[config.mk]
export PLATFORM = sky130hd
export DESIGN_NAME = mem_stage_ctrl
export DESIGN_NICKNAME = d
export VERILOG_FILES = /design/src/rtl/mem_stage_ctrl.sv
export SDC_FILE = /design/constraint.sdc
export NUM_CORES = 1
export LEC_CHECK = 0
export ABC_AREA = 1
export CORE_AREA = 5 5 128 130
export DETAILED_ROUTE_END_ITERATION = 10
export DIE_AREA = 0 0 133 135
export GPL_ROUTABILITY_DRIVEN = 1
export GPL_TIMING_DRIVEN = 0
export HOLD_SLACK_MARGIN = 0.15
export PLACE_DENSITY = 0.71
export SLEW_MARGIN = 20
export SYNTH_ARGS = -nofsm -noshare
export SYNTH_HDL_FRONTEND = slang
export SYNTH_SLANG_ARGS = --single-unit
[constraint.sdc]
create_clock -name clk -period 5.06 [get_ports clk]
set_clock_uncertainty 0.2 [all_clocks]
set_input_delay 1.518 -clock clk [delete_from_list [all_inputs] [get_ports clk]]
set_output_delay 1.518 -clock clk [all_outputs]
set_load 0.01 [all_outputs]
[src/rtl/mem_stage_ctrl.sv]
// ---------------------------------------------------------------------------
// mem_stage_ctrl
//
// MEM-stage data-memory access controller. Converts the EX/MEM control word
// into a req/ack transaction on a multi-cycle data memory, aligns store data
// and byte enables to the addressed lanes, stalls the pipeline while the
// access is in flight and returns sign/zero-extended load data to WB.
//
// Parameters
//   MAX_WAIT   : cycles DmemReq may stay high without DmemAck before abort
//   WAIT_W     : width of the wait counter (must hold MAX_WAIT)
//
// Ports
//   clk, rst            : clock, synchronous active-high reset
//   AluOutM[31:0]       : byte address of the access
//   StoreDataM[31:0]    : store data, lane-0 justified
//   MemWriteM[3:0]      : store byte mask, lane-0 justified (0000 = no store)
//   MemToRegM           : instruction is a load
//   RegWriteM[2:0]      : load type (1 LB, 2 LH, 3 LW, 4 LBU, 5 LHU)
//   DmemReq             : memory request, held until acknowledged
//   DmemWe[3:0]         : lane-shifted byte write enables (0000 = read)
//   DmemAddr[31:0]      : word-aligned address
//   DmemWData[31:0]     : lane-shifted store data
//   DmemAck             : memory completes the request this cycle
//   DmemRData[31:0]     : read word, valid with DmemAck
//   StallMem            : hold IF/ID/EX/MEM, bubble MEM/WB (combinational)
//   LoadDataW[31:0]     : extended load result, held until next load
//   LoadValidW          : one-cycle pulse, LoadDataW updated
//   MemErr              : one-cycle pulse, misaligned access or timeout
// ---------------------------------------------------------------------------
module mem_stage_ctrl #(
    parameter int MAX_WAIT = 16,
    parameter int WAIT_W   = 5
) (
    input  logic        clk,
    input  logic        rst,
    input  logic [31:0] AluOutM,
    input  logic [31:0] StoreDataM,
    input  logic [3:0]  MemWriteM,
    input  logic        MemToRegM,
    input  logic [2:0]  RegWriteM,
    output logic        DmemReq,
    output logic [3:0]  DmemWe,
    output logic [31:0] DmemAddr,
    output logic [31:0] DmemWData,
    input  logic        DmemAck,
    input  logic [31:0] DmemRData,
    output logic        StallMem,
    output logic [31:0] LoadDataW,
    output logic        LoadValidW,
    output logic        MemErr
);

    localparam logic [2:0] LT_LB  = 3'd1;
    localparam logic [2:0] LT_LH  = 3'd2;
    localparam logic [2:0] LT_LBU = 3'd4;
    localparam logic [2:0] LT_LHU = 3'd5;

    localparam logic [WAIT_W-1:0] WAIT_LAST = WAIT_W'(MAX_WAIT - 1);

    typedef enum logic [1:0] {
        S_IDLE = 2'd0,
        S_BUSY = 2'd1,
        S_DONE = 2'd2
    } state_t;

    state_t            state_q, state_d;
    logic              req_q, req_d;
    logic [3:0]        we_q, we_d;
    logic [31:0]       addr_q, addr_d;
    logic [31:0]       wdata_q, wdata_d;
    logic [31:0]       ldata_q, ldata_d;
    logic              lvalid_q, lvalid_d;
    logic              err_q, err_d;
    logic [WAIT_W-1:0] wcnt_q, wcnt_d;
    // Attributes of the in-flight access, needed when the ack returns.
    logic              isload_q, isload_d;
    logic [2:0]        ltype_q, ltype_d;
    logic [1:0]        off_q, off_d;

    logic              pending;
    logic [1:0]        off;
    logic              stall;

    // Halfword accesses need an even address, word accesses (including loads
    // with an unrecognised type, which behave as LW) need offset 0.
    function automatic logic misaligned(input logic       is_ld,
                                        input logic [2:0] lt,
                                        input logic [3:0] mask,
                                        input logic [1:0] o);
        logic half;
        logic word;
        if (is_ld) begin
            half = (lt == LT_LH) || (lt == LT_LHU);
            word = !((lt == LT_LB) || (lt == LT_LBU) || half);
        end else begin
            half = (mask == 4'b0011);
            word = (mask == 4'b1111);
        end
        return (half && o[0]) || (word && (o != 2'b00));
    endfunction

    function automatic logic [31:0] extend_load(input logic [31:0] rdata,
                                                input logic [2:0]  lt,
                                                input logic [1:0]  o);
        logic [31:0] w;
        w = rdata >> {o, 3'b000};
        case (lt)
            LT_LB:   return {{24{w[7]}}, w[7:0]};
            LT_LBU:  return {24'h0, w[7:0]};
            LT_LH:   return {{16{w[15]}}, w[15:0]};
            LT_LHU:  return {16'h0, w[15:0]};
            default: return w;
        endcase
    endfunction

    assign off     = AluOutM[1:0];
    assign pending = MemToRegM || (MemWriteM != 4'b0000);

    always_comb begin
        state_d  = state_q;
        req_d    = req_q;
        we_d     = we_q;
        addr_d   = addr_q;
        wdata_d  = wdata_q;
        ldata_d  = ldata_q;
        lvalid_d = 1'b0;
        err_d    = 1'b0;
        wcnt_d   = wcnt_q;
        isload_d = isload_q;
        ltype_d  = ltype_q;
        off_d    = off_q;
        stall    = 1'b0;

        case (state_q)
            S_IDLE: begin
                if (pending) begin
                    stall = 1'b1;
                    if (misaligned(MemToRegM, RegWriteM, MemWriteM, off)) begin
                        // No memory traffic; report the error in DONE.
                        err_d    = 1'b1;
                        lvalid_d = MemToRegM;
                        if (MemToRegM) begin
                            ldata_d = 32'h0;
                        end
                        state_d = S_DONE;
                    end else begin
                        req_d    = 1'b1;
                        addr_d   = {AluOutM[31:2], 2'b00};
                        we_d     = MemWriteM << off;
                        wdata_d  = StoreDataM << {off, 3'b000};
                        wcnt_d   = '0;
                        isload_d = MemToRegM;
                        ltype_d  = RegWriteM;
                        off_d    = off;
                        state_d  = S_BUSY;
                    end
                end
            end

            S_BUSY: begin
                stall = 1'b1;
                if (DmemAck) begin
                    req_d    = 1'b0;
                    lvalid_d = isload_q;
                    if (isload_q) begin
                        ldata_d = extend_load(DmemRData, ltype_q, off_q);
                    end
                    state_d = S_DONE;
                end else if (wcnt_q == WAIT_LAST) begin
                    // Request has been up for MAX_WAIT cycles: abort.
                    req_d    = 1'b0;
                    err_d    = 1'b1;
                    lvalid_d = isload_q;
                    if (isload_q) begin
                        ldata_d = 32'h0;
                    end
                    state_d = S_DONE;
                end else begin
                    wcnt_d = wcnt_q + 1'b1;
                end
            end

            // Segment registers advance here; the inputs still show the
            // completed instruction, so they are deliberately not examined.
            S_DONE: begin
                state_d = S_IDLE;
            end

            default: begin
                state_d = S_IDLE;
            end
        endcase
    end

    always_ff @(posedge clk) begin
        if (rst) begin
            state_q  <= S_IDLE;
            req_q    <= 1'b0;
            we_q     <= 4'b0000;
            addr_q   <= 32'h0;
            wdata_q  <= 32'h0;
            ldata_q  <= 32'h0;
            lvalid_q <= 1'b0;
            err_q    <= 1'b0;
            wcnt_q   <= '0;
            isload_q <= 1'b0;
            ltype_q  <= 3'd0;
            off_q    <= 2'd0;
        end else begin
            state_q  <= state_d;
            req_q    <= req_d;
            we_q     <= we_d;
            addr_q   <= addr_d;
            wdata_q  <= wdata_d;
            ldata_q  <= ldata_d;
            lvalid_q <= lvalid_d;
            err_q    <= err_d;
            wcnt_q   <= wcnt_d;
            isload_q <= isload_d;
            ltype_q  <= ltype_d;
            off_q    <= off_d;
        end
    end

    assign DmemReq    = req_q;
    assign DmemWe     = we_q;
    assign DmemAddr   = addr_q;
    assign DmemWData  = wdata_q;
    assign LoadDataW  = ldata_q;
    assign LoadValidW = lvalid_q;
    assign MemErr     = err_q;
    assign StallMem   = stall;

endmodule

**Word level (Yosys, flattened, before mapping)**

Index checks and enable logic that the tools add are counted.

- Add/subtract/negate cells: 1
- Multiply operators: 0
- Divide/modulo/power cells: 0
- Order comparisons: 0
- Equal/unequal tests: 20
- Shift-type cells: 3
- Mux-type cells: 42
- Bitwise operators: 1
- Reduce and logical (&&, ||, !) cells: 17

Operators with widths:

| cell | number |
|---|---|
| 32-bit 2-to-1 mux | 7 |
| 32-bit one-hot mux with 4 select lines | 1 |
| 32-bit one-hot mux with 2 select lines | 1 |
| 32-bit by 5-bit << shifter with 32-bit output | 1 |
| 32-bit by 5-bit right shift with 32-bit output | 1 |
| 5-bit 2-to-1 mux | 4 |
| 1-bit 2-to-1 mux | 19 |
| 2-bit inequality test, second input constant | 7 |
| 3-bit equality test, second input constant | 4 |
| 5-bit one-hot mux with 2 select lines | 1 |
| 2-bit 2-to-1 mux | 4 |
| 1-bit one-hot mux with 2 select lines | 4 |
| 3-bit by 1-bit equality test with 1-bit output, second input constant | 2 |
| 3-bit by 2-bit equality test with 1-bit output, second input constant | 2 |
| 6-bit AND reduction | 1 |
| 5-bit by 1-bit adder with 5-bit output, second input constant | 1 |
| 5-bit by 4-bit equality test with 1-bit output, second input constant | 1 |
| 1-bit logical OR | 5 |
| 5-bit AND reduction | 1 |
| 4-bit by 2-bit equality test with 1-bit output, second input constant | 1 |
| 4-bit equality test, second input constant | 1 |
| 2-bit one-hot mux with 2 select lines | 1 |
| 4-bit AND reduction | 1 |
| 2-bit nonzero test | 2 |
| 10 further kinds | 11 |

- Flip-flop bits (word level): 114
- Bits in latches: 0
- Memory bits (writable): 0
- Bits in read-only memories: 0
- Input port bits: 107
- Output and inout port bits: 104
- Word-level logic and storage cells: 96
- Memories: 0

**Depth between registers and ports, before layout**

Gate-level depths: netlist of run 1.

- Word-level depth: 12
- Gate-level depth with buffers: 12
- Gate-level depth less buffers: 11

**Worst setup path before layout of run 1**

No wires, ideal clock.

- Path kind: input port to output port
- Start: input MemWriteM[2]
- End: output StallMem
- Arrival: 2389 ps
- Required time: 3342 ps
- Slack: 953 ps
- Stages on the path: 7
- Buffers on the path: 1
- Path through: inv_1 nand2_1 nor2_1 nand3_2 clkbuf_1 inv_1 o21ai_0

- Longest elaborated chain between the ends: 4

RTL lines:

| item | line | text |
|---|---|---|
| from (decl) | 39 | `input logic [3:0] MemWriteM,` |
| 4-bit nonzero test | 118 | `assign pending = MemToRegM \|\| (MemWriteM != 4'b0000);` |
| 1-bit logical OR | 118 |  |
| 1-bit 2-to-1 mux | 137 | `if (pending) begin` |
| 1-bit one-hot mux with 2 select lines | 135 | `case (state_q)` |
| to (decl) | 48 | `output logic StallMem,` |

Every way passes these cells.

**Worst setup path after layout of run 1**

- Start: input MemWriteM[3]
- End: output StallMem

The elaborated chain is that of the path after synthesis.

==> results.yml, run 1 <==
placed_design:
  port_buffers: 207
  dp_hpwl_um: 15590
  dp_cells: 1310
  dpl-instance-area_mm2: 0.008178
  gp_congestion: 0.9595
  dp_slack_ns: -0.2077
setup_path:
  crit_type: "in2out"
  crit_path_cell_trace: "clkdlybuf4s50_1 > inv_1 > nand2_1 > nor2_1 > nand3_4 > inv_1 > o21ai_0 > clkdlybuf4s50_1"
  cp-start-kind: "primary input"
  cp_slowest_cell: "clkdlybuf4s50_1"
  critPathMaxFanout: 17
  cpPeakStageDelay_ns: 0.49
  cp-end-kind: "output pin"
  critical_path_required_ns: 3.34
  arrival_ns: 3.19
cells_and_area:
  fin_cells: 1340
  antenna-diode-count: 0
  area_delta_synth_final_pct: 50.07
  drive_above_1_share_pct: 6.944
  final_area_mm2: 0.008805
  layout.nets: 1249
timing:
  fmax_ghz: 0.2037
  finalMaxSlewViolations: 0
  hold_viol: 0
  hold_slack_ns: 0.2603
  setup_viol_count_final: 0
  min_period_ns: 4.908
  finalCritPeriodShare_pct: 97.01
  rsz0062_at_grt: "false"
  maxSlewHeadroom_pct: 56.05
  setup_ws_ns: 0.1515
  tightest_slew_ns: 0.6524
clocking:
  clock_latency_ns: 0.42
  cts_tree: "yes"
  post_cts_buffers: 0
  cts_hold_buf: 0
  clock-root-buffer: "clkbuf_16"
  cts_num_sinks: 114
  cts_buffers: 17
  cts_resized: 0
  clockBufferDepth: 2
  cts.clk_slew.worst_paths_ns: 0.06
  htreeDepth: 4
logic_synthesis:
  yosys.area.top_type_share_pct: 38.90
  syn_inst: 914
  synth-edff-count: 0
  synth_top_family_by_area: "simple AND/OR/NAND/NOR gates"
  ys.flop_type: "dfxtp_1"
  async_flop_share_pct: 0
  yosysMostFrequentCell: "nand2_1"
  synth_xor_area_share_pct: 0
  synth.distinct_cells: 31
  synthTopCellsByCount: "nand2_1 (360), dfxtp_1 (114), a21oi_1 (100)"
  ys_ff_latch: 114
  syn_area_mm2: 0.005867
  muxShareOfSynthArea_pct: 1.536
  yosysTopAreaCell: "dfxtp_1"
  synthAdderAreaFrac_pct: 0.4265
  ys_warn_count: 0
  yosys.area_share.simple_pct: 34.70
  ys_seq_area_share_pct: 38.90
  syn_avg_cell_area_um2: 6.419
  synth_compound_area_share_pct: 15.04
  synthTopCellsByArea: "dfxtp_1 (39%), nand2_1 (23%), a21oi_1 (8.5%), nor2_1 (6.3%), o21ai_0 (4.1%)"
floorplan:
  initial_core_util_pct: 39.03
  core-area_mm2: 0.01503
  num_rows: 45
  die_y_um: 135
  ioPinCount: 211
  die_area_mm2: 0.01796
  die-width_um: 133
grt:
  grt_busiest_layer: "met2"
  grt_usage_pct: 22.75
  grt_pass1_vias: 6393
  overflow: 0
  grt_pass1_wl_um: 32640
  grt_use_met3_pct: 9.575
  met2_usage_pct: 38.29
  antenna_found_initial: 0
  grtUsageMet1_pct: 26.95
  grt_max_degree: 18
routing:
  vias: 6622
  drc: 0
  ant_nets: 0
  first_pass_iters: 7
  wire_per_inst_um: 15.43
  wl_um: 20680
  routed_via_density: 4.942
  drt-initial-drc-count: 443
run:
  maxCapViolCount: 0
min_path:
  min_path_type: "reg2reg"
power:
  leakagePower_uw: 0.003737
  power_density_mw_per_mm2: 369.9
  vdd_drop_max_uv: 238.5
status:
  status: "finished, final reports clean"
-- metal layers --
metal | up-vias | routed length [µm]
met5 | - | 0
met4 | 0 | 256
met3 | 25 | 2219
met2 | 263 | 9741
met1 | 2957 | 8462
li1 | 3377 | -
-- worst max-delay path: cells and delay by family --
kind	cells	cell delay (ns)
AO/OA/AOI/OAI	1	0.08
buffers and inverters	4	1.13
AND/OR/NAND/NOR	3	0.45
-- cell usage in the layout (no fill, tap or decap), types with 3 or more instances in the layout --
| cell type | Yosys | final |
|---|---|---|
| a31oi_1 | 11 | 11 |
| nor2_1 | 99 | 99 |
| clkbuf_1 | 25 | 24 |
| inv_2 | 4 | 4 |
| o211ai_1 | 3 | 3 |
| buf_2 | 14 | 14 |
| nand3_1 | 18 | 18 |
| a21oi_1 | 100 | 100 |
| inv_1 | 46 | 46 |
| buf_6 | 11 | 11 |
| bufinv_16 | 0 | 4 |
| clkbuf_16 | 0 | 17 |
| buf_4 | 8 | 8 |
| nand4_1 | 21 | 21 |
| clkinv_2 | 0 | 3 |
| dfxtp_1 | 114 | 114 |
| clkinvlp_4 | 0 | 3 |
| o21ai_0 | 48 | 48 |
| clkdlybuf4s50_1 | 0 | 207 |
| nand2_1 | 360 | 360 |
| mux2i_1 | 9 | 9 |
-- final timing paths --
path | from | endpoint | slack (ns) | cells past startpoint
setup reg to reg | wcnt_q[0]$_SDFFE_PP0P_ | LoadDataW[29]$_SDFFE_PP0P_ | 2.79 | 10
hold reg to reg | DmemWData[7]$_SDFFE_PP0P_ | DmemWData[7]$_SDFFE_PP0P_ | 0.26 | 2
setup / recovery | MemWriteM[3] | StallMem | 0.15 | 8
hold / removal | DmemWData[7]$_SDFFE_PP0P_ | DmemWData[7]$_SDFFE_PP0P_ | 0.26 | 2
-- layout make-up --
class	count	area, µm²
inverter	50	187.7
buffer	60	356.6
clock buffer	18	439.2
sequential	114	2282
multi-input combinational	690	3048
timing repair buffer	207	2072
fill	1454	6228
clock inverter	13	183.9
tap	188	235.2
-- through the flow --
step	total power (µW)	TNS (ns)	utilization, %
CTS	3281	0	58.52
global placement	1972	-0.1752	54.40
detailed placement	1980	-0.2077	54.40
global route	3426	0	58.57
finish	3257	0	58.57
floorplan	1573	0	-
-- state kept, by name (all words and copies together) (netlist names), 2 cells and up --
| register | cells |
|---|---|
| DmemWe | 4 |
| off_q | 2 |
| ltype_q | 3 |
| LoadDataW | 32 |
| DmemAddr | 30 |
| wcnt_q | 5 |
| state_q | 2 |
| DmemWData | 32 |
-- where the power goes --
| part | leakage [µW] | total [µW] | internal, µW | switching, µW |
|---|---|---|---|---|
| clock network | 0.000299 | 1290 | 834 | 456 |
| logic | 0.00250 | 915 | 412 | 503 |
| registers | 0.000934 | 1050 | 997 | 54.7 |
-- cells by family (layout without fill, tap and decap cells) --
logic type,after synthesis,after routing
AOI/OAI and AO/OA,169,169
adders and majority gates,2,2
buffers and inverters,111,348
DFF,114,114
muxes,9,9
other,1,2
and+or+nand+nor,508,508
Power figures use the tool's default switching activity.
==> inputs of run 2 (changes only) <==
Settings changed: DONT_BUFFER_PORTS set to 1, PLACE_DENSITY 0.71 to not set.
==> results.yml, run 2 (synthesis results as in run 1) <==
timing:
  finalMaxSlewViolations: 0
  min_period_ns: 4.334
  fmax_ghz: 0.2307
  maxSlewHeadroom_pct: 52.64
  tightest_slew_ns: 0.7104
  rsz0062_at_grt: "false"
  hold_slack_ns: 0.2666
  finalCritPeriodShare_pct: 85.65
  hold_viol: 0
  fin_tns_setup_ns: 0
  setup_viol_count_final: 0
routing:
  routed_via_density: 5.187
  drt-initial-drc-count: 319
  ant_nets: 0
  vias: 5887
  first_pass_iters: 5
  wl_um: 18980
  drc: 0
  wire_per_inst_um: 16.73
setup_path:
  crit_top_cell: "inv_1"
  critPathMaxFanout: 10
  cp_top_family: "buffers and inverters"
  critical_path_required_ns: 3.34
  crit_type: "in2out"
  cp-start-kind: "primary input"
  critPathBufInv: 3
  cp-end-kind: "output pin"
  cp_slowest_cell: "clkbuf_1"
  startpoint: "MemWriteM[2]"
  rr_startpoint: "wcnt_q[0]$_SDFFE_PP0P_"
  arrival_ns: 2.62
  crit_path_cell_trace: "inv_1 > nand2_1 > nor2_1 > nand3_2 > clkbuf_1 > inv_1 > o21ai_0"
  cpPeakStageDelay_ns: 0.37
cells_and_area:
  most-common-layout-cells: "nand2_1 (360), dfxtp_1 (114), a21oi_1 (100), nor2_1 (99), o21ai_0 (48)"
  area_delta_synth_final_pct: 14.46
  post-route-util_pct: 44.67
  fin_cells: 1135
  mostFrequentLayoutCell: "nand2_1"
  multi_input_area_mm2: 0.003040
  final_area_mm2: 0.006715
  layout.nets: 1043
  antenna-diode-count: 0
  fillers: 1590
  drive_above_1_share_pct: 8.553
  seq_area_mm2: 0.002282
grt:
  antenna_found_initial: 0
  grt_pass1_wl_um: 30170
  overflow: 0
  grt_usage_pct: 20.96
  grt_max_degree: 17
  grt_pass1_vias: 5780
placed_design:
  dpl-instance-area_mm2: 0.006106
  dp_cells: 1103
  gp_congestion: 0.8962
  port_buffers: 0
  dp_hpwl_um: 14440
floorplan:
  num_rows: 45
  core-area_mm2: 0.01503
  ioPinCount: 211
  die-width_um: 133
  die_y_um: 135
  initial_core_util_pct: 39.03
  die_area_mm2: 0.01796
clocking:
  post_cts_buffers: 0
  htreeDepth: 4
  clock_latency_ns: 0.42
  cts_buffers: 17
  cts_resized: 0
  cts_tree: "yes"
  clock-root-buffer: "clkbuf_16"
  cts_hold_buf: 0
  cts_num_sinks: 114
  clockBufferDepth: 2
  cts.clk_slew.worst_paths_ns: 0.05
run:
  maxCapViolCount: 0
status:
  status: "finished, final reports clean"
min_path:
  min_path_type: "reg2reg"
  holdCritStartpoint: "wcnt_q[3]$_SDFFE_PP0P_"
power:
  leakagePower_uw: 0.002970
  vdd_drop_max_uv: 229.6
  power_density_mw_per_mm2: 442.1
==> run 2: through the flow <==
step	setup WS, ns	power [µW]
6_report	0.7261	2969
5_1_grt	0.5926	3132
4_1_cts	0.7293	2995
3_5_place_dp	0.7310	1738
3_3_place_gp	0.7428	1733
2_1_floorplan	0.9533	1573
==> run 2: power breakdown <==
part	total, µW	internal [µW]	switching, µW
logic	606	210	397
clock network	1250	799	454
registers	1110	998	111
==> run 2: final timing paths <==
kind	end	depth (start not counted)	slack, ns
worst max-delay path	StallMem	7	0.73
worst min-delay path	wcnt_q[3]$_SDFFE_PP0P_	2	0.27
worst max register to register	LoadDataW[28]$_SDFFE_PP0P_	10	2.88
worst min register to register	wcnt_q[3]$_SDFFE_PP0P_	2	0.27
==> run 2: worst min-delay path, delay by kind of cell (launching register included) <==
kind             cells  cell delay [ns]
AND/OR/NAND/NOR      2             0.12
flip-flops           1             0.32
==> run 2: layer usage <==
metal,vias up,track usage (%),part of all wire [%]
met4,0,7.390,2.0
met3,32,9.165,11
met1,2652,24.54,41
met2,229,34.26,46
met5,-,0,0
li1,2974,-,-
==> run 2: area by class of cell <==
| type | count | share of cell area, % |
|---|---|---|
| Clock buffer | 19 | 6.745 |
| Clock inverter | 13 | 2.329 |
| Sequential cell | 114 | 33.99 |
| Multi-Input combinational cell | 690 | 45.28 |
| Tap cell | 188 | 3.503 |
| Inverter | 50 | 2.795 |
| Buffer | 61 | 5.366 |
==> inputs of run 3 (changes only) <==
Settings changed: CORE_AREA 5 5 128 130 to 5 5 99 101, DIE_AREA 0 0 133 135 to 0 0 104 106, PLACE_DENSITY set to 0.83, REMOVE_ABC_BUFFERS set to 1, SKIP_CTS_REPAIR_TIMING set to 1.
==> results.yml, run 3 (synthesis results as in run 1) <==
floorplan:
  die_area_mm2: 0.01102
  die-width_um: 104
  die_y_um: 106
  core-area_mm2: 0.008934
  num_rows: 35
  initial_core_util_pct: 65.67
  ioPinCount: 211
cells_and_area:
  most-common-layout-cells: "nand2_1 (359), dfxtp_1 (114), a21oi_1 (100), nor2_1 (99), o21ai_0 (48)"
  drive_above_1_share_pct: 5.085
  mostFrequentLayoutCell: "nand2_1"
  area_delta_synth_final_pct: 5.609
  antenna-diode-count: 0
  layout.nets: 982
  fillers: 812
  seq_area_mm2: 0.002282
  multi_input_area_mm2: 0.003050
  post-route-util_pct: 69.36
setup_path:
  critPathMaxFanout: 75
  cp-start-kind: "primary input"
  cp-end-kind: "flop"
  critical_path_required_ns: 5.26
  crit_type: "in2reg"
  arrival_ns: 4.82
timing:
  min_period_ns: 4.617
  tightest_slew_ns: 0.9537
  setup_viol_count_final: 0
  fin_tns_setup_ns: 0
  maxSlewHeadroom_pct: 36.35
  finalCritPeriodShare_pct: 91.25
  fmax_ghz: 0.2166
  finalMaxSlewViolations: 0
  hold_viol: 0
  rsz0062_at_grt: "false"
clocking:
  cts.clk_slew.worst_paths_ns: 0.06
  htreeDepth: 4
  cts_num_sinks: 114
  clock_latency_ns: 0.50
  cts_tree: "yes"
  clockBufferDepth: 2
  cts_buffers: 17
  clock-root-buffer: "clkbuf_8"
routing:
  first_pass_iters: 5
  drc: 0
  wl_um: 15950
  routed_via_density: 5.758
  wire_per_inst_um: 16.01
  vias: 5735
  ant_nets: 0
  drt-initial-drc-count: 481
power:
  pwr-share-clk_pct: 40.1
  leakagePower_uw: 0.002732
  pwr-share-seq_pct: 41.5
  power_density_mw_per_mm2: 435.7
  switchingPower_uw: 877.1
  vdd_drop_max_uv: 297.1
  internal_power_uw: 1823
  combPwrFrac_pct: 18.4
  switching_share_pct: 32.49
grt:
  overflow: 0
  antenna_found_initial: 0
  grt_pass1_wl_um: 25590
  grt_max_degree: 79
  grt_pass1_vias: 5322
  grt_usage_pct: 27.78
min_path:
  min_path_type: "reg2reg"
status:
  status: "finished, final reports clean"
run:
  maxCapViolCount: 0
placed_design:
  dp_hpwl_um: 10620
  gp_congestion: 0.8739
  port_buffers: 0
run 3: final cells by class:
class / instances / share of cell area (%)
Multi-Input combinational cell: 690 / 49.23
Sequential cell: 114 / 36.83
Tap cell: 111 / 2.242
Inverter: 50 / 3.049
Clock inverter: 10 / 1.393
Clock buffer: 21 / 7.250
run 3: worst paths after layout:
path                                              start                        end  slack [ns]  depth (start not counted)
worst min register to register    isload_q$_SDFFE_PP0P_      isload_q$_SDFFE_PP0P_        0.27                          2
worst min-delay path              isload_q$_SDFFE_PP0P_      isload_q$_SDFFE_PP0P_        0.27                          2
worst max register to register  state_q[1]$_SDFFE_PP0P_  DmemAddr[10]$_SDFFE_PP0P_        1.75                          5
worst max-delay path                         AluOutM[0]  DmemAddr[10]$_SDFFE_PP0P_        0.44                          7
run 3: through the flow:
step	hold WS [ns]	power, µW	instance area, µm²	worst slack [ns]	instances
floorplan	0.2397	1493	5510	0.5404	854
global route	0.3031	2846	6196	0.1282	996
detailed placement	0.2572	1625	5659	-0.05947	965
global placement	0.2523	1601	5649	-0.6946	965
CTS	0.2663	2706	6195	0.3937	996
finish	0.2663	2700	6196	0.4430	996
run 3: critical path, cell delays in order:
cell      delay, ns
inv_1          0.68
nand2_1        0.35
nand3_4        0.30
nand3_4        0.67
clkinv_2       0.86
nand2_1        0.11
a21oi_1        0.26
run 3: power by group through the flow:
| stage | combinational [µW] | clock, µW | sequential [µW] |
|---|---|---|---|
| 2_1_floorplan | 383 | 0 | 1110 |
| 3_3_place_gp | 467 | 0 | 1130 |
| 3_5_place_dp | 487 | 0 | 1140 |
| 4_1_cts | 491 | 1090 | 1120 |
| 5_1_grt | 570 | 1140 | 1130 |
| 6_report | 496 | 1080 | 1120 |
run 3: metal layers:
layer	global-route usage (%)	vias to the layer above	wire [µm]
li1	-	2843	-
met4	8.418	0	342
met5	0	-	0
met3	11.23	22	1877
met1	30.95	2558	5870
met2	48.59	312	7857
